**config.mk**
```make
export PLATFORM = sky130hd
export DESIGN_NAME = sram_ctrl_flat
export DESIGN_NICKNAME = d
export VERILOG_FILES = /design/src/rtl/sram_ctrl_pkg.sv /design/src/rtl/sram_ctrl_if.sv /design/src/rtl/sram_ctrl_timer.sv /design/src/rtl/sram_ctrl.sv /design/src/flat_wrapper.sv
export SDC_FILE = /design/constraint.sdc
export NUM_CORES = 1
export LEC_CHECK = 0
export CAP_MARGIN = 20
export CORE_UTILIZATION = 41
export CTS_BUF_LIST = sky130_fd_sc_hd__clkbuf_4 sky130_fd_sc_hd__clkbuf_8 sky130_fd_sc_hd__clkbuf_16
export CTS_CLUSTER_DIAMETER = 50
export CTS_CLUSTER_SIZE = 8
export DETAILED_ROUTE_END_ITERATION = 12
export PLACE_DENSITY = 0.79
export REMOVE_ABC_BUFFERS = 1
export SLEW_MARGIN = 10
export SYNTH_ARGS = -nofsm -noshare
export SYNTH_HDL_FRONTEND = slang
export SYNTH_SLANG_ARGS = --single-unit
```
**constraint.sdc**
```tcl
create_clock -name clk -period 3.1 [get_ports clk]
set_input_delay 0.93 -clock clk [delete_from_list [all_inputs] [get_ports clk]]
set_output_delay 0.93 -clock clk [all_outputs]
set_load 0.01 [all_outputs]
```
**src/rtl/sram_ctrl_pkg.sv**
```systemverilog
// ---------------------------------------------------------------------------
// sram_ctrl_pkg
// Shared definitions for the asynchronous SRAM controller. It holds the FSM
// state encoding, the default timing constants and the helper that sizes the
// phase counter. The controller, the request interface and any bench that
// needs the defaults all import this package.
// ---------------------------------------------------------------------------
package sram_ctrl_pkg;

  // FSM state encodings (3-bit).
  typedef enum logic [2:0] {
    ST_IDLE     = 3'd0,
    ST_WR_SETUP = 3'd1,
    ST_WR_PULSE = 3'd2,
    ST_WR_HOLD  = 3'd3,
    ST_RD_WAIT  = 3'd4,
    ST_TURN     = 3'd5
  } state_e;

  // Default geometry and timing, in clk cycles.
  localparam int DEF_AW         = 18;
  localparam int DEF_DW         = 16;
  localparam int DEF_WR_SETUP   = 1;
  localparam int DEF_WR_PULSE   = 2;
  localparam int DEF_RD_WAIT    = 2;
  localparam int DEF_TURNAROUND = 1;

  function automatic int max4(input int a, input int b, input int c, input int d);
    int m;
    m = a;
    if (b > m) m = b;
    if (c > m) m = c;
    if (d > m) m = d;
    return m;
  endfunction

  // Width of the phase counter. It must hold the longest phase length.
  function automatic int cnt_width(input int ws, input int wp, input int rw, input int ta);
    return $clog2(max4(ws, wp, rw, ta) + 1);
  endfunction

endpackage

```
**src/rtl/sram_ctrl_if.sv**
```systemverilog
// ---------------------------------------------------------------------------
// sram_ctrl_if
// Request/response port of the SRAM controller.
//   req_valid/req_ready : handshake. Transfer on an edge where both are high.
//   req_we              : 1 = write, 0 = read.
//   req_addr            : word address (AW bits).
//   req_wdata           : write data (DW bits).
//   req_be              : active-high byte enables (DW/8 bits), writes only.
//   rsp_valid           : one-cycle pulse per completed operation.
//   rsp_rdata           : read data. Holds its value between reads.
// modport master : the requester side. modport slave : the controller side.
// ---------------------------------------------------------------------------
interface sram_ctrl_if
  import sram_ctrl_pkg::*;
#(
  parameter int AW = DEF_AW,
  parameter int DW = DEF_DW
) ();

  logic              req_valid;
  logic              req_ready;
  logic              req_we;
  logic [AW-1:0]     req_addr;
  logic [DW-1:0]     req_wdata;
  logic [DW/8-1:0]   req_be;
  logic              rsp_valid;
  logic [DW-1:0]     rsp_rdata;

  modport master (
    output req_valid, req_we, req_addr, req_wdata, req_be,
    input  req_ready, rsp_valid, rsp_rdata
  );

  modport slave (
    input  req_valid, req_we, req_addr, req_wdata, req_be,
    output req_ready, rsp_valid, rsp_rdata
  );

endinterface

```
**src/rtl/sram_ctrl_timer.sv**
```systemverilog
// ---------------------------------------------------------------------------
// sram_ctrl_timer
// Loadable down-counter that times each FSM phase. Loading N makes done rise
// N-1 cycles later, so a state that leaves on done lasts exactly N cycles.
// The count stops at 0.
//   clk, rst  : clock, asynchronous active-high reset.
//   load      : load load_val this cycle (takes priority over counting).
//   load_val  : phase length in cycles.
//   done      : count == 1.
// ---------------------------------------------------------------------------
module sram_ctrl_timer #(
  parameter int CW = 2
) (
  input  logic          clk,
  input  logic          rst,
  input  logic          load,
  input  logic [CW-1:0] load_val,
  output logic          done
);

  logic [CW-1:0] cnt_q;
  logic [CW-1:0] cnt_d;

  // NOTE: assign a default at the top of every always_comb so that no path
  // leaves the signal unassigned, which would infer a latch.
  always_comb begin
    cnt_d = cnt_q;
    if (load) begin
      cnt_d = load_val;
    end else if (cnt_q != '0) begin
      cnt_d = cnt_q - CW'(1);
    end
  end

  // NOTE: sequential state uses non-blocking assignments only, so every
  // flop samples the values from before the edge.
  always_ff @(posedge clk or posedge rst) begin
    if (rst) cnt_q <= '0;
    else     cnt_q <= cnt_d;
  end

  assign done = (cnt_q == CW'(1));

endmodule

```
**src/rtl/sram_ctrl.sv**
```systemverilog
// ---------------------------------------------------------------------------
// sram_ctrl
// Controller for an external asynchronous SRAM with active-low CS/OE/WE and
// per-byte lane enables. It takes one request at a time over a valid/ready
// port and sequences the strobes with programmable setup, pulse, wait and
// turnaround phases. The tristate pads live outside this block. Here we only
// produce the data-out value and its drive enable.
//   clk, rst            : clock, asynchronous active-high reset.
//   bus (slave)         : request/response port (see sram_ctrl_if).
//   sram_addr           : SRAM address. Holds its value while idle.
//   sram_cs_n/oe_n/we_n : active-low strobes.
//   sram_be_n           : active-low byte lane enables.
//   sram_d_o, sram_d_oe : data to pads and pad drive enable.
//   sram_d_i            : data from pads.
// Every sram_* output comes straight from a flop. The output decode looks at
// the next state, so each strobe changes on the same edge as the state.
// ---------------------------------------------------------------------------
module sram_ctrl
  import sram_ctrl_pkg::*;
#(
  parameter int AW         = DEF_AW,
  parameter int DW         = DEF_DW,
  parameter int WR_SETUP   = DEF_WR_SETUP,
  parameter int WR_PULSE   = DEF_WR_PULSE,
  parameter int RD_WAIT    = DEF_RD_WAIT,
  parameter int TURNAROUND = DEF_TURNAROUND
) (
  input  logic            clk,
  input  logic            rst,
  sram_ctrl_if.slave      bus,
  output logic [AW-1:0]   sram_addr,
  output logic            sram_cs_n,
  output logic            sram_oe_n,
  output logic            sram_we_n,
  output logic [DW/8-1:0] sram_be_n,
  output logic [DW-1:0]   sram_d_o,
  output logic            sram_d_oe,
  input  logic [DW-1:0]   sram_d_i
);

  localparam int NB = DW / 8;
  localparam int CW = cnt_width(WR_SETUP, WR_PULSE, RD_WAIT, TURNAROUND);

  state_e state_q, state_d;

  logic          req_ready_q, req_ready_d;
  logic          rsp_valid_q, rsp_valid_d;
  logic [DW-1:0] rsp_rdata_q, rsp_rdata_d;
  logic [AW-1:0] sram_addr_q, sram_addr_d;
  logic [DW-1:0] sram_d_o_q,  sram_d_o_d;
  logic [NB-1:0] sram_be_n_q, sram_be_n_d;
  logic          sram_cs_n_q, sram_cs_n_d;
  logic          sram_oe_n_q, sram_oe_n_d;
  logic          sram_we_n_q, sram_we_n_d;
  logic          sram_d_oe_q, sram_d_oe_d;

  logic          accept;
  logic          tmr_load;
  logic [CW-1:0] tmr_val;
  logic          tmr_done;

  // Ready is a registered copy of "next state is IDLE". It is low in
  // every busy state, so this qualifies the accept on its own.
  assign accept = bus.req_valid && req_ready_q;

  sram_ctrl_timer #(.CW(CW)) u_timer (
    .clk      (clk),
    .rst      (rst),
    .load     (tmr_load),
    .load_val (tmr_val),
    .done     (tmr_done)
  );

  // Next-state logic. The timer is loaded with a phase length on the
  // transition into each timed state.
  always_comb begin
    state_d  = state_q;
    tmr_load = 1'b0;
    tmr_val  = '0;
    unique case (state_q)
      ST_IDLE: begin
        if (accept) begin
          tmr_load = 1'b1;
          if (bus.req_we) begin
            state_d = ST_WR_SETUP;
            tmr_val = CW'(WR_SETUP);
          end else begin
            state_d = ST_RD_WAIT;
            tmr_val = CW'(RD_WAIT);
          end
        end
      end
      ST_WR_SETUP: begin
        if (tmr_done) begin
          state_d  = ST_WR_PULSE;
          tmr_load = 1'b1;
          tmr_val  = CW'(WR_PULSE);
        end
      end
      ST_WR_PULSE: begin
        if (tmr_done) state_d = ST_WR_HOLD;
      end
      ST_WR_HOLD: begin
        state_d = ST_IDLE;
      end
      ST_RD_WAIT: begin
        if (tmr_done) begin
          state_d  = ST_TURN;
          tmr_load = 1'b1;
          tmr_val  = CW'(TURNAROUND);
        end
      end
      ST_TURN: begin
        if (tmr_done) state_d = ST_IDLE;
      end
      default: state_d = ST_IDLE;
    endcase
  end

  // Output decode from the next state, so every output is registered.
  always_comb begin
    sram_cs_n_d = 1'b1;
    sram_oe_n_d = 1'b1;
    sram_we_n_d = 1'b1;
    sram_d_oe_d = 1'b0;
    sram_be_n_d = '1;
    sram_addr_d = sram_addr_q;
    sram_d_o_d  = sram_d_o_q;
    rsp_valid_d = 1'b0;
    rsp_rdata_d = rsp_rdata_q;
    req_ready_d = (state_d == ST_IDLE);

    case (state_d)
      ST_WR_SETUP, ST_WR_HOLD: begin
        sram_cs_n_d = 1'b0;
        sram_d_oe_d = 1'b1;
        sram_be_n_d = sram_be_n_q;
      end
      ST_WR_PULSE: begin
        sram_cs_n_d = 1'b0;
        sram_we_n_d = 1'b0;
        sram_d_oe_d = 1'b1;
        sram_be_n_d = sram_be_n_q;
      end
      ST_RD_WAIT: begin
        sram_cs_n_d = 1'b0;
        sram_oe_n_d = 1'b0;
        sram_be_n_d = '0;
      end
      default: ;
    endcase

    // Request fields are captured at the accept edge. The write lanes are
    // then held through the write phases above.
    if (accept) begin
      sram_addr_d = bus.req_addr;
      if (bus.req_we) begin
        sram_d_o_d  = bus.req_wdata;
        sram_be_n_d = ~bus.req_be;
      end
    end

    if (state_q == ST_RD_WAIT && state_d == ST_TURN) begin
      rsp_valid_d = 1'b1;
      rsp_rdata_d = sram_d_i;
    end
    if (state_q == ST_WR_HOLD) begin
      rsp_valid_d = 1'b1;
    end
  end

  // State and output registers. The async reset pulls the strobes and the
  // pad enable inactive at once and drops any transaction in flight.
  always_ff @(posedge clk or posedge rst) begin
    if (rst) begin
      state_q     <= ST_IDLE;
      req_ready_q <= 1'b0;
      rsp_valid_q <= 1'b0;
      rsp_rdata_q <= '0;
      sram_addr_q <= '0;
      sram_d_o_q  <= '0;
      sram_be_n_q <= '1;
      sram_cs_n_q <= 1'b1;
      sram_oe_n_q <= 1'b1;
      sram_we_n_q <= 1'b1;
      sram_d_oe_q <= 1'b0;
    end else begin
      state_q     <= state_d;
      req_ready_q <= req_ready_d;
      rsp_valid_q <= rsp_valid_d;
      rsp_rdata_q <= rsp_rdata_d;
      sram_addr_q <= sram_addr_d;
      sram_d_o_q  <= sram_d_o_d;
      sram_be_n_q <= sram_be_n_d;
      sram_cs_n_q <= sram_cs_n_d;
      sram_oe_n_q <= sram_oe_n_d;
      sram_we_n_q <= sram_we_n_d;
      sram_d_oe_q <= sram_d_oe_d;
    end
  end

  assign bus.req_ready = req_ready_q;
  assign bus.rsp_valid = rsp_valid_q;
  assign bus.rsp_rdata = rsp_rdata_q;
  assign sram_addr     = sram_addr_q;
  assign sram_d_o      = sram_d_o_q;
  assign sram_be_n     = sram_be_n_q;
  assign sram_cs_n     = sram_cs_n_q;
  assign sram_oe_n     = sram_oe_n_q;
  assign sram_we_n     = sram_we_n_q;
  assign sram_d_oe     = sram_d_oe_q;

endmodule

```
**src/flat_wrapper.sv**
```systemverilog
// flat-port wrapper written by rule: the top's interface ports become plain ports
module sram_ctrl_flat import sram_ctrl_pkg::*;
#(
  parameter int AW         = DEF_AW,
  parameter int DW         = DEF_DW,
  parameter int WR_SETUP   = DEF_WR_SETUP,
  parameter int WR_PULSE   = DEF_WR_PULSE,
  parameter int RD_WAIT    = DEF_RD_WAIT,
  parameter int TURNAROUND = DEF_TURNAROUND
)
  (clk, rst, sram_addr, sram_cs_n, sram_oe_n, sram_we_n, sram_be_n, sram_d_o, sram_d_oe, sram_d_i, bus_req_valid, bus_req_we, bus_req_addr, bus_req_wdata, bus_req_be, bus_req_ready, bus_rsp_valid, bus_rsp_rdata);
  sram_ctrl_if #(.AW(AW), .DW(DW)) bus_i ();
  input  logic clk;
  input  logic rst;
  output logic [AW-1:0] sram_addr;
  output logic sram_cs_n;
  output logic sram_oe_n;
  output logic sram_we_n;
  output logic [DW/8-1:0] sram_be_n;
  output logic [DW-1:0] sram_d_o;
  output logic sram_d_oe;
  input  logic [DW-1:0] sram_d_i;
  input wire logic [$bits(bus_i.req_valid)-1:0] bus_req_valid;
  input wire logic [$bits(bus_i.req_we)-1:0] bus_req_we;
  input wire logic [$bits(bus_i.req_addr)-1:0] bus_req_addr;
  input wire logic [$bits(bus_i.req_wdata)-1:0] bus_req_wdata;
  input wire logic [$bits(bus_i.req_be)-1:0] bus_req_be;
  output wire logic [$bits(bus_i.req_ready)-1:0] bus_req_ready;
  output wire logic [$bits(bus_i.rsp_valid)-1:0] bus_rsp_valid;
  output wire logic [$bits(bus_i.rsp_rdata)-1:0] bus_rsp_rdata;
  assign bus_i.req_valid = bus_req_valid;
  assign bus_i.req_we = bus_req_we;
  assign bus_i.req_addr = bus_req_addr;
  assign bus_i.req_wdata = bus_req_wdata;
  assign bus_i.req_be = bus_req_be;
  assign bus_req_ready = bus_i.req_ready;
  assign bus_rsp_valid = bus_i.rsp_valid;
  assign bus_rsp_rdata = bus_i.rsp_rdata;
  sram_ctrl #(.AW(AW), .DW(DW), .WR_SETUP(WR_SETUP), .WR_PULSE(WR_PULSE), .RD_WAIT(RD_WAIT), .TURNAROUND(TURNAROUND)) u_core (.clk(clk), .rst(rst), .bus(bus_i), .sram_addr(sram_addr), .sram_cs_n(sram_cs_n), .sram_oe_n(sram_oe_n), .sram_we_n(sram_we_n), .sram_be_n(sram_be_n), .sram_d_o(sram_d_o), .sram_d_oe(sram_d_oe), .sram_d_i(sram_d_i));
endmodule
```
==> impl_metrics.py, run 1 <==
metrics = {
    "status": {
        "outcome": "finished, final reports clean",
    },
    "sta": {
        "drv_slew": 0,
        "hold_viol_final": 0,
        "fin_crit_sh": 0.756,
        "fin_crit_ns": 2.35,
        "max_slew_margin": 0.435,
        "rsz0062_at_grt": "no",
        "worst_pin_slew_ns": 0.847,
        "setup_viol": 0,
        "tns_ns": 0,
        "setup_ws_ns": 0.755,
        "fmax_ghz": 0.426,
        "clock_skew_ns": 0.00484,
    },
    "finish": {
        "final_nets": 358,
        "fillers": 472,
        "diodes": 0,
        "area_delta_synth_final_pct": 55.4,
        "layout-drive-gt1-share": 0.259,
        "design_area_um2": 3960,
        "seq_area_um2": 1580,
        "multi_input_area_um2": 892,
    },
    "placement": {
        "postPlaceCellArea_um2": 3760,
        "io_buffer_count": 113,
        "place.gp.congestion": 0.769,
        "preCtsSetupSlack_ns": 0.611,
        "dp_hpwl_um": 3840,
    },
    "pwr": {
        "p_clk_frac": 0.176,
        "power_per_cell_area_nw_per_um2": 1020,
        "p_int_mw": 2.82,
        "p_switching_mw": 1.21,
        "peakVddDrop_mv": 0.545,
        "p_total_mw": 4.03,
        "power.leakage_nw": 1.68,
        "pwr-share-seq": 0.370,
        "swShare": 0.301,
        "p_comb_frac": 0.453,
    },
    "grt": {
        "grt.total_usage": 0.185,
        "grt_max_degree": 64,
        "antenna_found_initial": 0,
        "grt_pass1_wl_um": 8890,
        "grt_pass1_vias": 1936,
        "grt_overflow": 0,
    },
    "clock_network": {
        "hold_buffers": 0,
        "htree_num_levels": 3,
        "insertion_delay_ns": 0.33,
        "cts-root-buf": "clkbuf_8",
        "clk_pin_slew_ns": 0.07,
        "numCtsBuffers": 9,
        "cts_buffer_depth": 2,
        "post_cts_resized": 0,
        "clock-sinks": 63,
        "post-cts-setup-buffers": 0,
        "cts_tree": "done",
    },
    "min_path": {
        "whs_path_depth": 1,
        "hold_path_class": "reg -> reg",
        "min_from": "u_core.sram_addr[3]",
    },
    "critical_path": {
        "regToRegSetupSlack_ns": 0.99,
        "rr_startpoint": "u_core.state_q[1]",
        "arrival_ns": 1.42,
        "cp.required_ns": 2.17,
        "crit_path_cell_trace": "clkdlybuf4s50_1",
        "startpoint_type": "register",
        "ff2ff_path_depth": 3,
        "worst-path-buf-inv": 1,
        "crit_type": "reg -> out",
        "worst_setup_path_end_kind": "output pin",
        "crit_slowest_cell": "clkdlybuf4s50_1",
        "worst-path-stages": 1,
        "worstPathMaxFanout": 2,
        "critical_path.max_stage_delay_ns": 0.56,
        "cp-startpoint": "u_core.sram_be_n[0]",
        "critical-path-top-delay-family": "buffers and inverters",
    },
    "detailed_routing": {
        "remaining_drc_errors": 0,
        "ant_nets": 0,
        "wl_per_cell_um": 14.3,
        "routed-via-count": 1843,
        "drt-initial-drc-count": 80,
        "totalWireLength_um": 5450,
        "first_pass_iters": 4,
        "viasPerCell": 4.85,
    },
    "yosys": {
        "synth_compound_area_frac": 0.0594,
        "synth_top_family_by_area": "multiplexers",
        "ys.flop_type": "dfrtp_1",
        "synth-async-reset-ratio": 1.00,
        "seq_area_frac_synth": 0.621,
        "synth_mux_area_frac": 0.225,
        "yosys_warnings": 0,
        "synthXorXnorAreaFrac": 0.00343,
        "synth-adder-area-share": 0.00981,
        "synth.cell_area_um2": 2550,
        "synth_cells": 181,
        "synth_edf_count": 0,
        "synth.distinct_cells": 31,
        "yosys.area_share.simple": 0.0525,
        "ys_ff_latch": 63,
        "syn_area_per_cell_um2": 14.1,
    },
    "floorplanning": {
        "row_count": 28,
        "ios": 114,
        "die_h_um": 80.9,
        "dieArea_um2": 6540,
        "die_x_um": 80.9,
        "coreArea_um2": 5960,
        "initial_utilization": 0.428,
    },
    "run": {
        "drv_cap": 0,
    },
}
-- synth_stat cells (all sizes together) (2+ instances only) --
cell    instances  area, µm²
buf             5       37.5
o21ai           3       15.0
o32a            2       20.0
dfrtp          58       1450
o22ai           3       18.8
clkbuf          3       11.3
inv             7       26.3
a21oi           9       45.0
nor3            2       10.0
nand2b          3       18.8
mux2           50        563
dfstp           5        131
nand3b          2       15.0
and3            2       12.5
nand2           7       26.3
ha              2       25.0
nor2            6       25.0
-- power by group through the flow --
stage	clock network [mW]	logic, mW	registers (mW)
2_1_floorplan	0	0.685	1.66
3_3_place_gp	0	1.81	1.48
3_5_place_dp	0	1.84	1.50
4_1_cts	0.734	1.85	1.50
5_1_grt	0.764	1.98	1.56
6_report	0.711	1.83	1.49
-- metal layers --
layer	GRT usage	wire, µm
met4	0.0643	35
met3	0.0831	450
met5	0	0
met2	0.309	2800
met1	0.209	2160
-- state kept, by name, indices dropped and copies added (netlist names) --
register,flops
u_core.sram_cs_n,1
u_core.sram_d_oe,1
u_core.state_q,3
u_core.sram_addr,18
u_core.u_timer.cnt_q,2
u_core.bus.req_ready,1
u_core.bus.rsp_rdata,16
u_core.sram_d_o,16
u_core.sram_we_n,1
u_core.sram_be_n,2
u_core.sram_oe_n,1
u_core.bus.rsp_valid,1
-- worst paths after layout --
kind / end
max in group asynchronous: u_core.sram_we_n
hold reg to reg: u_core.sram_addr[3]
min in group asynchronous: u_core.sram_addr[9]
hold / removal: u_core.sram_addr[3]
setup / recovery: sram_be_n[0]
setup reg to reg: u_core.bus.rsp_rdata[0]
-- placed cells by master, fill, tap and decap left out, drive strengths merged, types with 2 or more instances in the layout --
master and n:
inv 7, and3 2, o21ai 3, o22ai 3, o32a 2, clkdlybuf4s50 113
a21oi 9, dfstp 5, nand2 7, buf 3, nor3 2, nor2 6
dfrtp 58, nand2b 3, clkbuf 13, nand3b 2, mux2 50, ha 2
-- layout make-up --
class | count | area share
clock buffer | 13 | 0.0404
tap | 75 | 0.0237
sequential | 63 | 0.399
timing repair buffer | 116 | 0.294
clock inverter | 3 | 0.0107
multi-input combinational | 103 | 0.225
inverter | 7 | 0.00663
-- kinds of logic (layout without fill, tap and decap cells) --
logic type,after synthesis,in the layout
flops,63,63
mux,51,51
simple gates,26,26
compound gates,23,23
buf+inv,15,139
fa+ha+maj,2,2
xor+xnor,1,1
-- through the flow --
step	cells	utilization	hold slack, ns
floorplan	173	-	0.482
global placement	364	0.632	0.487
detailed placement	364	0.632	0.491
CTS	380	0.666	0.507
global route	380	0.666	0.526
finish	380	0.666	0.505
Note: power is estimated with default switching activity, not from simulation.
==> inputs of run 2 (changes only) <==
==> constraint.sdc (replaced) <==
create_clock -name clk -period 2.5 [get_ports clk]
set_input_delay 0.75 -clock clk [delete_from_list [all_inputs] [get_ports clk]]
set_output_delay 0.75 -clock clk [all_outputs]
set_load 0.01 [all_outputs]
==> run 2 against run 1 <==
  * Register-to-register slack got worse by 0.32 ns
  * Global-route usage fell by 0.13 points
  * Non-clock buffer count rose by 3
  * Total power rose by 25%
  * Combinational power rose by 25%
  * Via count rose by 1.2%
  * First-iteration DRC count rose by 66%
  * Sequential power rose by 24%
  * Cell count rose by 0.53%
  * Critical endpoint unchanged
  * Largest cell class unchanged
==> impl_metrics.py, run 2 (synthesis gave the netlist of run 1 again) <==
metrics = {
    "floorplanning": {
        "die_x_um": 80.9,
        "ios": 114,
        "initial_utilization": 0.428,
        "row_count": 28,
        "dieArea_um2": 6540,
        "die_h_um": 80.9,
        "coreArea_um2": 5960,
    },
    "finish": {
        "final_nets": 361,
        "area_delta_synth_final_pct": 56.3,
        "final_common_cell": "clkdlybuf4s50_1",
        "design_area_um2": 3990,
        "layout-drive-gt1-share": 0.264,
        "fillers": 472,
        "largest_reg_flops": 18,
        "diodes": 0,
        "final_cell_mix": "clkdlybuf4s50_1, dfrtp_1, mux2_2",
    },
    "run": {
        "drv_cap": 0,
    },
    "critical_path": {
        "ff2ff_path_depth": 4,
        "cp.required_ns": 1.75,
        "worst-path-buf-inv": 1,
        "rr_startpoint": "u_core.state_q[1]",
        "rr_endpoint": "u_core.bus.rsp_rdata[4]",
        "arrival_ns": 1.42,
        "startpoint_type": "register",
        "crit_slowest_cell": "clkdlybuf4s50_1",
        "crit_path_cell_trace": "clkdlybuf4s50_1",
        "endpoint": "sram_be_n[0]",
        "regToRegSetupSlack_ns": 0.67,
        "crit_type": "reg -> out",
        "critical-path-top-delay-family": "buffers and inverters",
        "worst-path-stages": 1,
        "critical_path.max_stage_delay_ns": 0.56,
        "worst_setup_path_end_kind": "output pin",
        "worstPathMaxFanout": 2,
        "cp-startpoint": "u_core.sram_be_n[0]",
    },
    "grt": {
        "grt_overflow": 0,
        "grt.total_usage": 0.184,
        "grt_max_degree": 31,
        "grt_pass1_vias": 1908,
        "antenna_found_initial": 0,
        "grt_pass1_wl_um": 8820,
    },
    "placement": {
        "dp_hpwl_um": 4000,
        "io_buffer_count": 113,
        "place.gp.congestion": 0.755,
        "postPlaceCellArea_um2": 3780,
    },
    "clock_network": {
        "insertion_delay_ns": 0.33,
        "cts_tree": "done",
        "numCtsBuffers": 9,
        "clk_pin_slew_ns": 0.07,
        "cts-root-buf": "clkbuf_8",
        "hold_buffers": 0,
        "cts_buffer_depth": 2,
        "post-cts-setup-buffers": 0,
        "post_cts_resized": 0,
        "htree_num_levels": 3,
        "clock-sinks": 63,
    },
    "pwr": {
        "power_per_cell_area_nw_per_um2": 1260,
        "peakVddDrop_mv": 0.694,
        "power.leakage_nw": 1.69,
    },
    "sta": {
        "setup_viol": 0,
        "fin_crit_ns": 2.17,
        "rsz0062_at_grt": "no",
        "tns_ns": 0,
        "worst_pin_slew_ns": 0.492,
        "clock_skew_ns": 0.00412,
        "fin_crit_sh": 0.867,
        "drv_slew": 0,
        "max_slew_margin": 0.672,
        "hold_viol_final": 0,
        "fmax_ghz": 0.461,
    },
    "detailed_routing": {
        "first_pass_iters": 4,
        "drt-initial-drc-count": 133,
        "remaining_drc_errors": 0,
        "totalWireLength_um": 5480,
        "ant_nets": 0,
        "routed-via-count": 1865,
        "wl_per_cell_um": 14.4,
        "viasPerCell": 4.88,
    },
    "min_path": {
        "whs_path_depth": 1,
        "hold_path_class": "reg -> reg",
    },
    "status": {
        "outcome": "finished, final reports clean",
    },
}
[run 2: cell count changes in the layout (fill, tap and decap cells not counted), sizes merged]
cell and change:
clkbuf -1, buf +3
[run 2: worst min path at each step]
stage	start	endpoint	slack, ns
2_1_floorplan	u_core.u_timer.cnt_q[1]	u_core.u_timer.cnt_q[1]	0.48
3_3_place_gp	u_core.sram_addr[15]	u_core.sram_addr[15]	0.49
3_5_place_dp	u_core.sram_d_o[7]	u_core.sram_d_o[7]	0.49
4_1_cts	u_core.sram_d_o[7]	u_core.sram_d_o[7]	0.51
5_1_grt	u_core.sram_addr[14]	u_core.sram_addr[14]	0.51
6_report	u_core.sram_d_o[9]	u_core.sram_d_o[9]	0.50
[run 2: routing by layer]
metal / up-vias / track usage / routed length [µm]
met2: 79 / 0.296 / 2800
met5: - / 0 / 0
li1: 883 / - / -
met3: 8 / 0.0708 / 483
met4: 0 / 0.102 / 84
met1: 895 / 0.210 / 2120
[run 2: cell type report]
| type | instances | area (µm²) | share of cell area |
|---|---|---|---|
| clock inverter | 3 | 42.5 | 0.0107 |
| sequential | 63 | 1580 | 0.397 |
| inverter | 7 | 26.3 | 0.00659 |
| timing repair buffer | 119 | 1190 | 0.298 |
| tap | 75 | 93.8 | 0.0235 |
| clock buffer | 12 | 159 | 0.0399 |
| multi-input combinational | 103 | 892 | 0.224 |
[run 2: report_power, final]
part | total (mW) | switching (mW) | internal [mW] | leakage (nW)
logic | 2.29 | 0.850 | 1.44 | 0.845
clock network | 0.889 | 0.370 | 0.519 | 0.102
registers | 1.85 | 0.296 | 1.55 | 0.747
[run 2: metrics by stage]
stage	std cells	util	total power, mW	setup WS [ns]	hold slack, ns
after floorplan	173	-	2.91	0.189	0.482
after global placement	367	0.635	4.10	0.239	0.486
after detailed placement	367	0.635	4.17	0.189	0.491
after CTS	382	0.669	5.09	0.310	0.508
after global routing	382	0.669	5.34	0.277	0.515
final	382	0.669	5.02	0.333	0.504
